[src/rtl/seq_divider_pkg.sv]
// Shared widths, constants and FSM state type for the sequential divider.
package seq_divider_pkg;

  localparam int unsigned DW_N_DEF = 24;
  localparam int unsigned DW_D_DEF = 12;
  localparam int unsigned KYBER_Q  = 3329;

  typedef enum logic [1:0] {
    IDLE = 2'd0,
    BUSY = 2'd1,
    DONE = 2'd2
  } state_t;

endpackage

[src/rtl/div_step.sv]
// One restoring radix-2 division step: shift in a dividend bit, trial-subtract the divisor.
module div_step #(
  parameter int unsigned DW_D = 12
) (
  input  logic [DW_D:0]   rem_in,
  input  logic            bit_in,
  input  logic [DW_D-1:0] divisor,
  output logic [DW_D:0]   rem_out,
  output logic            q_bit
);

  logic [DW_D+1:0] shifted;

  // One extra bit above the partial remainder keeps the compare exact even when divisor is zero
  assign shifted = {rem_in, bit_in};
  assign q_bit   = (shifted >= {2'b00, divisor});
  assign rem_out = (DW_D+1)'(q_bit ? shifted - {2'b00, divisor} : shifted);

endmodule

[src/rtl/seq_divider.sv]
// Fixed-latency restoring divider: DW_N BUSY cycles per operation, valid/ready handshakes.
module seq_divider
  import seq_divider_pkg::*;
#(
  parameter int unsigned DW_N = DW_N_DEF,
  parameter int unsigned DW_D = DW_D_DEF
) (
  input  logic            clk,
  input  logic            rst_n,
  input  logic            in_valid,
  output logic            in_ready,
  input  logic [DW_N-1:0] dividend,
  input  logic [DW_D-1:0] divisor,
  output logic            out_valid,
  input  logic            out_ready,
  output logic [DW_N-1:0] quotient,
  output logic [DW_D-1:0] remainder,
  output logic            div_by_zero
);

  localparam int unsigned CW = (DW_N > 1) ? $clog2(DW_N) : 1;

  state_t          state;
  logic [CW-1:0]   cnt;
  logic [DW_N-1:0] dvd_q;
  logic [DW_D-1:0] dvs_q;
  logic [DW_D:0]   rem_q;
  logic [DW_D:0]   rem_next;
  logic            q_bit;

  div_step #(.DW_D(DW_D)) u_step (
    .rem_in  (rem_q),
    .bit_in  (dvd_q[DW_N-1]),
    .divisor (dvs_q),
    .rem_out (rem_next),
    .q_bit   (q_bit)
  );

  assign in_ready  = (state == IDLE);
  assign out_valid = (state == DONE);

  // dvd_q doubles as the quotient accumulator: dividend bits leave at the MSB as quotient bits enter at the LSB
  always_ff @(posedge clk or negedge rst_n) begin
    if (!rst_n) begin
      state       <= IDLE;
      cnt         <= '0;
      dvd_q       <= '0;
      dvs_q       <= '0;
      rem_q       <= '0;
      quotient    <= '0;
      remainder   <= '0;
      div_by_zero <= 1'b0;
    end else begin
      case (state)
        IDLE: begin
          if (in_valid) begin
            dvd_q <= dividend;
            dvs_q <= divisor;
            rem_q <= '0;
            cnt   <= CW'(DW_N - 1);
            state <= BUSY;
          end
        end
        BUSY: begin
          rem_q <= rem_next;
          dvd_q <= {dvd_q[DW_N-2:0], q_bit};
          if (cnt == '0) begin
            quotient    <= {dvd_q[DW_N-2:0], q_bit};
            remainder   <= rem_next[DW_D-1:0];
            div_by_zero <= (dvs_q == '0);
            state       <= DONE;
          end else begin
            cnt <= cnt - 1'b1;
          end
        end
        DONE: begin
          if (out_ready) state <= IDLE;
        end
        default: state <= IDLE;
      endcase
    end
  end

endmodule

[config.mk]
export PLATFORM = sky130hd
export DESIGN_NAME = seq_divider
export DESIGN_NICKNAME = d
export VERILOG_FILES = /design/src/rtl/seq_divider_pkg.sv /design/src/rtl/div_step.sv /design/src/rtl/seq_divider.sv
export SDC_FILE = /design/constraint.sdc
export NUM_CORES = 1
export LEC_CHECK = 0
export CORE_MARGIN = 10
export CORE_UTILIZATION = 48
export DETAILED_ROUTE_END_ITERATION = 7
export GPL_TIMING_DRIVEN = 0
export PLACE_DENSITY = 0.79
export RECOVER_POWER = 100
export SYNTH_ARGS = -nofsm -noshare
export SYNTH_HDL_FRONTEND = slang
export SYNTH_SLANG_ARGS = --single-unit
[constraint.sdc]
create_clock -name clk -period 2.7 [get_ports clk]
set_clock_uncertainty 0.15 [all_clocks]
set_input_delay 0.27 -clock clk [delete_from_list [all_inputs] [get_ports clk]]
set_output_delay 0.27 -clock clk [all_outputs]
set_load 0.03 [all_outputs]
==> impl_metrics.yaml, run 1 <==
worst_hold_path:
  hold_path.class: "primary input to flip-flop"
logic_synthesis:
  synth_area_leaders: "dfrtp_1, mux2_2, nand2_1, mux2i_1, o21ai_0"
  ys_ff_latch: 93
  yosysWarningCount: 0
  netlist_instances: 427
  yosysMostFrequentCell: "dfrtp_1"
  syn_nets: 482
  yosysUniqueCellTypes: 50
  synth_top_area_share: 0.521
  synthesis.area_sq_mm: 0.00447
  syn_avg_cell_area_sq_um: 10.5
  synth_commonest_cells: "dfrtp_1, nand2_1, o21ai_0"
  synth_top_area_cell: "dfrtp_1"
  synthFlopType: "dfrtp_1"
  synth_enable_flop_cells: 0
  ys_async_sr_fraction: 1.00
  seq_area_frac_synth: 0.521
clock_network:
  clock-root-buffer: "clkbuf_8"
  cts_buffers: 9
  insertion_delay_ns: 0.38
  cts_buffer_depth: 2
  clkTransAtPathRegs_ns: 0.10
  cts_tree: "done"
  clock_sinks: 93
  htree_levels: 3
worst_setup_path:
  required_ns: 2.80
  worst-path-max-fanout: 7
  cp_data_arrival_time_ns: 2.80
  worstSetupStartpointType: "flip-flop"
  crit_type: "flip-flop to flip-flop"
  critical_path.endpoint_type: "flip-flop"
global_routing:
  grt_pass1_vias: 3860
  grt_max_degree: 51
  grt_usage: 0.179
  grt-ovfl-total: 0
  grt_pass1_wl_microns: 19100
  antenna_found_initial: 0
detailed_routing:
  avgRoutedWirePerCell_microns: 18.1
  vias: 3579
  dr.pass1.iters: 4
  detailedRoute.firstIterationViolations: 171
  drc_errors: 0
  ant_nets: 0
  via_per_inst: 5.54
  wl_microns: 11700
floorplan:
  dieArea_sq_mm: 0.0136
  rows: 35
  die-width_microns: 116
  die_h_microns: 116
  start_util: 0.488
  core_sq_mm: 0.00915
  ioPinCount: 79
sta:
  finalHoldViolations: 0
  setup_slack_ns: -0.00306
  finalSetupTns_ns: -0.00306
  post-route-period-util: 1.00
  drv_slew: 0
  fin_crit_ns: 2.70
  rsz0062_at_grt: "true"
  fmax_mhz: 370
  worst_pin_slew_ns: 1.07
  setup_viol: 1
  max_slew_margin: 0.288
finish:
  area_growth_pct: 30.0
  final_nets: 585
  n_antenna_cell: 0
  drive_gt1_frac: 0.161
  fin_cells: 646
placed_design:
  dpl.hpwl_microns: 8670
  gp_congestion: 0.897
  dpl.cell_count: 617
  portBuffers: 78
  preCtsSetupSlack_ns: -0.276
run_status:
  violations: "negative setup slack"
  status: "finished with violations"
run:
  drv_cap: 0
power_and_ir_drop:
  powerDensity_mw_per_mm2: 1470
  leakage_nw: 2.70
  ir_drop_v: 0.000611
-- per-layer routing --
layer	vias to the layer above	global-route usage	part of all wire
met1	1780	0.217	0.43
met4	0	0.0525	0.016
met3	14	0.0529	0.055
met2	77	0.302	0.50
met5	-	0	0
li1	1708	-	-
-- final cells by class --
type | count | area [sq um]
Inverter | 19 | 71.3
Sequential cell | 93 | 2330
Tap cell | 111 | 139
Multi-Input combinational cell | 296 | 2120
Clock inverter | 7 | 62.6
Fill cell | 721 | 3340
Timing Repair Buffer | 92 | 883
Buffer | 19 | 78.8
Clock buffer | 9 | 124
-- per-stage QoR --
stage | cell area [sq um] | hold WS [ns] | power, mW | utilization
global route | 5810 | 0.315 | 9.20 | 0.635
finish | 5810 | 0.289 | 8.56 | 0.635
CTS | 5730 | 0.283 | 8.27 | 0.627
global placement | 5390 | 0.315 | 6.81 | 0.589
detailed placement | 5410 | 0.158 | 7.01 | 0.592
floorplan | 4470 | -0.176 | 5.61 | -
-- sequential cells by signal, indices dropped and copies added (netlist names) --
signal,flops
dvs_q,12
dvd_q,24
remainder,12
cnt,5
quotient,24
state,2
div_by_zero,1
rem_q,13
-- kinds of logic (layout without fill, tap and decap cells) --
| kind of cell | count (synthesis) | after routing | share of synthesized area |
|---|---|---|---|
| buffers and inverters | 38 | 146 | 0.0344 |
| AND/OR/NAND/NOR | 115 | 115 | 0.112 |
| XOR/XNOR | 8 | 8 | 0.0157 |
| adder cells (fa/ha/maj) | 15 | 15 | 0.0437 |
| multiplexers | 51 | 51 | 0.121 |
| flip-flops | 93 | 93 | 0.521 |
| AO/OA/AOI/OAI | 107 | 107 | 0.152 |
-- report_power, final --
part | internal, mW | switching, mW | leakage, nW
clock network | 0.358 | 0.560 | 0.0984
registers | 2.06 | 0.480 | 1.16
logic | 2.21 | 2.88 | 1.44
total | 4.63 | 3.93 | 2.70
-- layout by cell type (no fill, tap or decap), types with 5 or more instances in the layout --
cell and instances:
buf_4 12, nor2_1 10, inv_1 18, o21ai_1 16, o21ai_0 45, mux2_2 25, dlygate4sd3_1 40, nand2_1 73
clkdlybuf4s50_1 38, dfrtp_1 92, clkbuf_1 18, mux2i_1 25, a21oi_1 7, nor3_1 5, clkbuf_8 9, ha_1 12
-- worst max-delay path: stages, from the launching register on --
cell and delay, ns:
dfrtp_1 0.41, inv_1 0.07, ha_2 0.18, inv_2 0.04, fa_2 0.34, a21o_1 0.19, a21oi_4 0.20, o21ai_4 0.12
a211oi_4 0.34, buf_6 0.20, mux2i_4 0.25, o21ai_1 0.08
-- path summary, 6_finish.rpt --
path | cells after the start | slack, ns | to | startpoint
max in group asynchronous | 3 | 0.59 | dvd_q[11] | rst_n
worst min register to register | 2 | 0.33 | remainder[1] | remainder[1]
worst max register to register | 11 | -0.003 | rem_q[1] | dvd_q[23]
worst max-delay path | 11 | -0.003 | rem_q[1] | dvd_q[23]
worst min-delay path | 3 | 0.29 | dvs_q[0] | divisor[0]
min in group asynchronous | 2 | 0.47 | dvs_q[9] | rst_n
-- what timing repair did --
action	in CTS	in global routing
cloned	0	0
gates resized for setup	9	26
buffers inserted	10	2
endpoints found under the setup margin	25	27
hold endpoints to repair	43	0
hold buffers	1	0
pin swaps	4	8
Note: power is estimated with default switching activity, not from simulation.
==> run 2, diff against run 1 <==
MAX_ROUTING_LAYER = met4   (was unset)
==> impl_metrics.yaml, run 2 (same netlist as run 1, synthesis figures left out) <==
run_status:
  status: "completed"
finish:
  layout_common_cells: "dfrtp_1, nand2_1, o21ai_0"
  area_growth_pct: 29.8
  drive_gt1_frac: 0.152
  largestRegisters: "dvd_q: 24 flops, quotient: 24 flops, rem_q: 13 flops"
  n_antenna_cell: 0
  final_nets: 583
  layout_commonest_cell: "dfrtp_1"
  fin_area_sq_mm: 0.00580
clock_network:
  clock_sinks: 93
  cts_tree: "done"
  cts_buffers: 9
  clock-root-buffer: "clkbuf_8"
  clkTransAtPathRegs_ns: 0.11
  insertion_delay_ns: 0.37
  cts_buffer_depth: 2
  htree_levels: 3
placed_design:
  portBuffers: 78
  gp_congestion: 0.885
  dpl_cell_area_sq_mm: 0.00541
  dpl.hpwl_microns: 8620
sta:
  fmax_mhz: 372
  finalHoldViolations: 0
  setup_viol: 0
  fin_crit_ns: 2.69
  finalSetupTns_ns: 0
  max_slew_margin: 0.270
  post-route-period-util: 0.996
  rsz0062_at_grt: "true"
  worst_pin_slew_ns: 1.10
  drv_slew: 0
worst_hold_path:
  whs_path_depth: 3
  hold_path.class: "primary input to flip-flop"
  whs_endpoint: "dvs_q[0]"
  hp-start: "divisor[0]"
power_and_ir_drop:
  powerDensity_mw_per_mm2: 1460
  intPower_mw: 4.56
  swShare: 0.460
  switchingPower_mw: 3.89
  combPwrFrac: 0.586
  power_frac_clock: 0.112
  seq_power_share: 0.302
  leakage_nw: 2.69
  ir_drop_v: 0.000610
global_routing:
  grt_pass1_wl_microns: 19000
  grt_pass1_vias: 3873
  grt_max_degree: 50
  grt_usage: 0.182
  antenna_found_initial: 0
  grt-ovfl-total: 0
worst_setup_path:
  worst-path-max-fanout: 5
  cp_slowest_cell: "dfrtp_2"
  worstPathCellList: "ha_1 > nor2b_1 > o31a_1 > o311ai_1 > a21boi_0 > o21a_1 > o31ai_2 > mux2_2"
  crit_type: "flip-flop to flip-flop"
  rrSetupSlack_ns: 0.01
  r2r_end: "remainder[9]"
  worst_r2r_startpoint: "rem_q[0]"
  critical_path.endpoint_type: "flip-flop"
  ff2ff_path_depth: 8
  required_ns: 2.87
  cp_data_arrival_time_ns: 2.86
  worstSetupStartpointType: "flip-flop"
  crit_path_max_incr_delay_ns: 0.49
detailed_routing:
  vias: 3618
  dr.pass1.iters: 4
  drc_errors: 0
  wl_microns: 11600
  detailedRoute.firstIterationViolations: 259
  ant_nets: 0
  avgRoutedWirePerCell_microns: 18.0
  via_per_inst: 5.62
floorplan:
  ioPinCount: 79
  rows: 35
  die-width_microns: 116
  start_util: 0.488
  dieArea_sq_mm: 0.0136
  die_h_microns: 116
  core_sq_mm: 0.00915
run:
  drv_cap: 0
run 2: power by group through the flow:
stage	Clock, mW	Combinational (mW)	Sequential, mW
after CTS	0.966	4.71	2.54
final	0.943	4.95	2.55
after global routing	1.02	5.45	2.63
after detailed placement	0	4.45	2.56
after floorplan	0	2.76	2.85
after global placement	0	4.29	2.52
run 2: worst max path at each step:
stage,from,endpoint,slack (ns),cells after the start
6_report,rem_q[0],remainder[9],0.01,8
5_1_grt,dvd_q[23],remainder[9],-0.1,12
4_1_cts,rem_q[0],remainder[9],0.02,8
3_5_place_dp,dvd_q[23],remainder[1],-0.37,11
3_3_place_gp,rst_n,quotient[15],-2.11,1
2_1_floorplan,dvd_q[23],remainder[0],0.13,11
run 2: critical path, delay by kind of cell, from the launching register on:
family | cells | cell delay (ns)
simple gates | 1 | 0.14
compound gates | 5 | 1.33
mux | 1 | 0.21
fa+ha+maj | 1 | 0.31
flops | 1 | 0.49
run 2: repair_timing:
item / 4_1_cts / 5_1_grt
setup buffers: 3 / 6
endpoints found under the hold margin: 44 / 0
resized for setup: 10 / 20
pin swaps: 4 / 5
endpoints found under the setup margin: 27 / 20
hold buffers: 1 / 0
gates cloned: 0 / 1
run 2: layout make-up:
class	instances	area, sq um
buffer	19	80.1
clock buffer	9	124
clock inverter	7	81.3
fill	762	3350
inverter	19	71.3
multi-input combinational	296	2110
sequential	93	2330
tap	111	139
timing repair buffer	90	867
run 2: per-layer routing:
metal / track usage / part of all wire / vias to the layer above / routed length [microns]
li1: - / - / 1702 / -
met1: 0.211 / 0.42 / 1812 / 4880
met4: 0.0442 / 0.0070 / 0 / 81
met3: 0.0467 / 0.063 / 8 / 729
met2: 0.308 / 0.51 / 96 / 5900
met5: - / 0 / - / 0
run 2: through the flow:
step	instances	utilization	setup slack, ns	power, mW	hold WS [ns]
3_3_place_gp	616	0.589	-2.11	6.82	0.315
3_5_place_dp	617	0.592	-0.374	7.01	0.166
4_1_cts	637	0.624	0.0185	8.22	0.274
6_report	644	0.634	0.0121	8.44	0.286
5_1_grt	644	0.634	-0.0982	9.10	0.306
2_1_floorplan	427	-	0.128	5.61	-0.176
==> run 3, diff against run 2 <==
CORE_UTILIZATION = 57   (was 48)
DONT_BUFFER_PORTS = 1   (was unset)
PLACE_DENSITY = 0.77   (was 0.79)
==> impl_metrics.yaml, run 3 (same netlist as run 1, synthesis figures left out) <==
clock_network:
  clock-root-buffer: "clkbuf_8"
  cts_tree: "done"
  insertion_delay_ns: 0.37
  clock_sinks: 93
  clkTransAtPathRegs_ns: 0.10
  cts_buffers: 9
  htree_levels: 3
  cts_buffer_depth: 2
detailed_routing:
  ant_nets: 0
  vias: 3509
  drc_errors: 0
  via_per_inst: 5.85
  dr.pass1.iters: 4
  wl_microns: 11500
  detailedRoute.firstIterationViolations: 141
  avgRoutedWirePerCell_microns: 19.2
global_routing:
  grt_pass1_vias: 3578
  grt-ovfl-total: 0
  grt_pass1_wl_microns: 18400
  grt_max_degree: 94
  antenna_found_initial: 0
  grt_usage: 0.204
finish:
  n_fill_cell: 561
  n_antenna_cell: 0
  drive_gt1_frac: 0.185
  area_growth_pct: 23.0
  layout_commonest_cell: "dfrtp_1"
  final_nets: 548
  layout_common_cells: "dfrtp_1, nand2_1, o21ai_0"
  largestRegisters: "dvd_q: 24 flops, quotient: 24 flops, rem_q: 13 flops"
  fin_cells: 600
worst_setup_path:
  cp_slowest_cell: "dfrtp_1"
  crit_path_max_incr_delay_ns: 0.42
  crit_type: "flip-flop to flip-flop"
  cp_data_arrival_time_ns: 2.87
  worstSetupStartpointType: "flip-flop"
  crit_cells: 12
  rrSetupSlack_ns: -0.08
  worst-path-max-fanout: 5
  critical_path_buf_inv_count: 4
  required_ns: 2.79
  critical_path.endpoint_type: "flip-flop"
  ff2ff_path_depth: 12
  worstPathCellList: "inv_1 > ha_2 > inv_2 > fa_2 > a21o_1 > a21oi_4 > o21ai_4 > a211oi_4 > buf_6 > buf_12 > mux2i_4 > o21ai_1"
  crit_family: "compound AO/OA/AOI/OAI gates"
sta:
  fin_crit_ns: 2.78
  setup_viol: 9
  max_slew_margin: 0.168
  post-route-period-util: 1.03
  holdWs_ns: 0.0440
  worst_pin_slew_ns: 1.25
  drv_slew: 0
  rsz0062_at_grt: "true"
  setup_slack_ns: -0.0769
  fmax_mhz: 360
  finalHoldViolations: 0
floorplan:
  core_sq_mm: 0.00769
  ioPinCount: 79
  start_util: 0.581
  dieArea_sq_mm: 0.0118
  die_h_microns: 109
  die-width_microns: 109
  rows: 32
placed_design:
  portBuffers: 0
  dpl.hpwl_microns: 7950
  dpl.cell_count: 529
  gp_congestion: 0.878
power_and_ir_drop:
  ir_drop_v: 0.000658
  powerDensity_mw_per_mm2: 1550
  leakage_nw: 2.51
run_status:
  violations: "negative setup slack"
  status: "finished with violations"
worst_hold_path:
  hold_path.class: "primary input to flip-flop"
  whs_path_depth: 2
run:
  drv_cap: 0
## run 3: power breakdown
| group | switching [mW] | internal [mW] |
|---|---|---|
| logic | 2.45 | 2.05 |
| registers | 0.982 | 2.05 |
| clock network | 0.546 | 0.452 |
| total | 3.98 | 4.56 |
## run 3: worst register-to-register path: cells and delay by family, from the launching register on
kind	cells	cell delay, ns
muxes	1	0.22
DFF	1	0.42
AOI/OAI and AO/OA	5	0.95
adders and majority gates	2	0.52
buffers and inverters	4	0.38
## run 3: final cells by class
cell class,count,area [sq um],area share
Buffer,19,78.8,0.0143
Clock buffer,9,124,0.0225
Clock inverter,7,88.8,0.0162
Inverter,19,71.3,0.0130
Multi-Input combinational cell,296,2160,0.392
Sequential cell,93,2330,0.423
Tap cell,102,128,0.0232
Timing Repair Buffer,55,524,0.0953
## run 3: worst paths after layout
check                                  from      endpoint
worst max-delay path              dvd_q[23]  remainder[1]
worst min-delay path            dividend[0]      dvd_q[0]
worst max register to register    dvd_q[23]  remainder[1]
worst min register to register       cnt[0]        cnt[0]
max in group asynchronous             rst_n      rem_q[0]
min in group asynchronous             rst_n      rem_q[4]
## run 3: through the flow
stage	worst slack [ns]	TNS [ns]	area (sq um)	util	power [mW]
after detailed placement	-0.239	-2.91	4600	0.598	6.48
final	-0.0769	-0.391	5500	0.715	8.54
after global routing	-0.208	-2.41	5500	0.715	9.15
after global placement	-0.214	-2.09	4600	0.598	6.27
after floorplan	0.128	0	4470	-	5.61
after CTS	-0.00990	-0.0182	5310	0.690	7.80
## run 3: metal layers
metal  vias to the layer above  track usage  part of all wire
met4                         0       0.0678             0.017
li1                       1623            -                 -
met5                         -            -                 0
met2                       124        0.323              0.50
met1                      1742        0.235              0.40
met3                        20       0.0732             0.080
## run 3: what timing repair did
action,in CTS,in global routing
hold endpoints to repair,131,0
resized for setup,7,34
buffers inserted,6,10
pin swaps,3,11
endpoints found under the setup margin,25,27
hold buffers,39,0
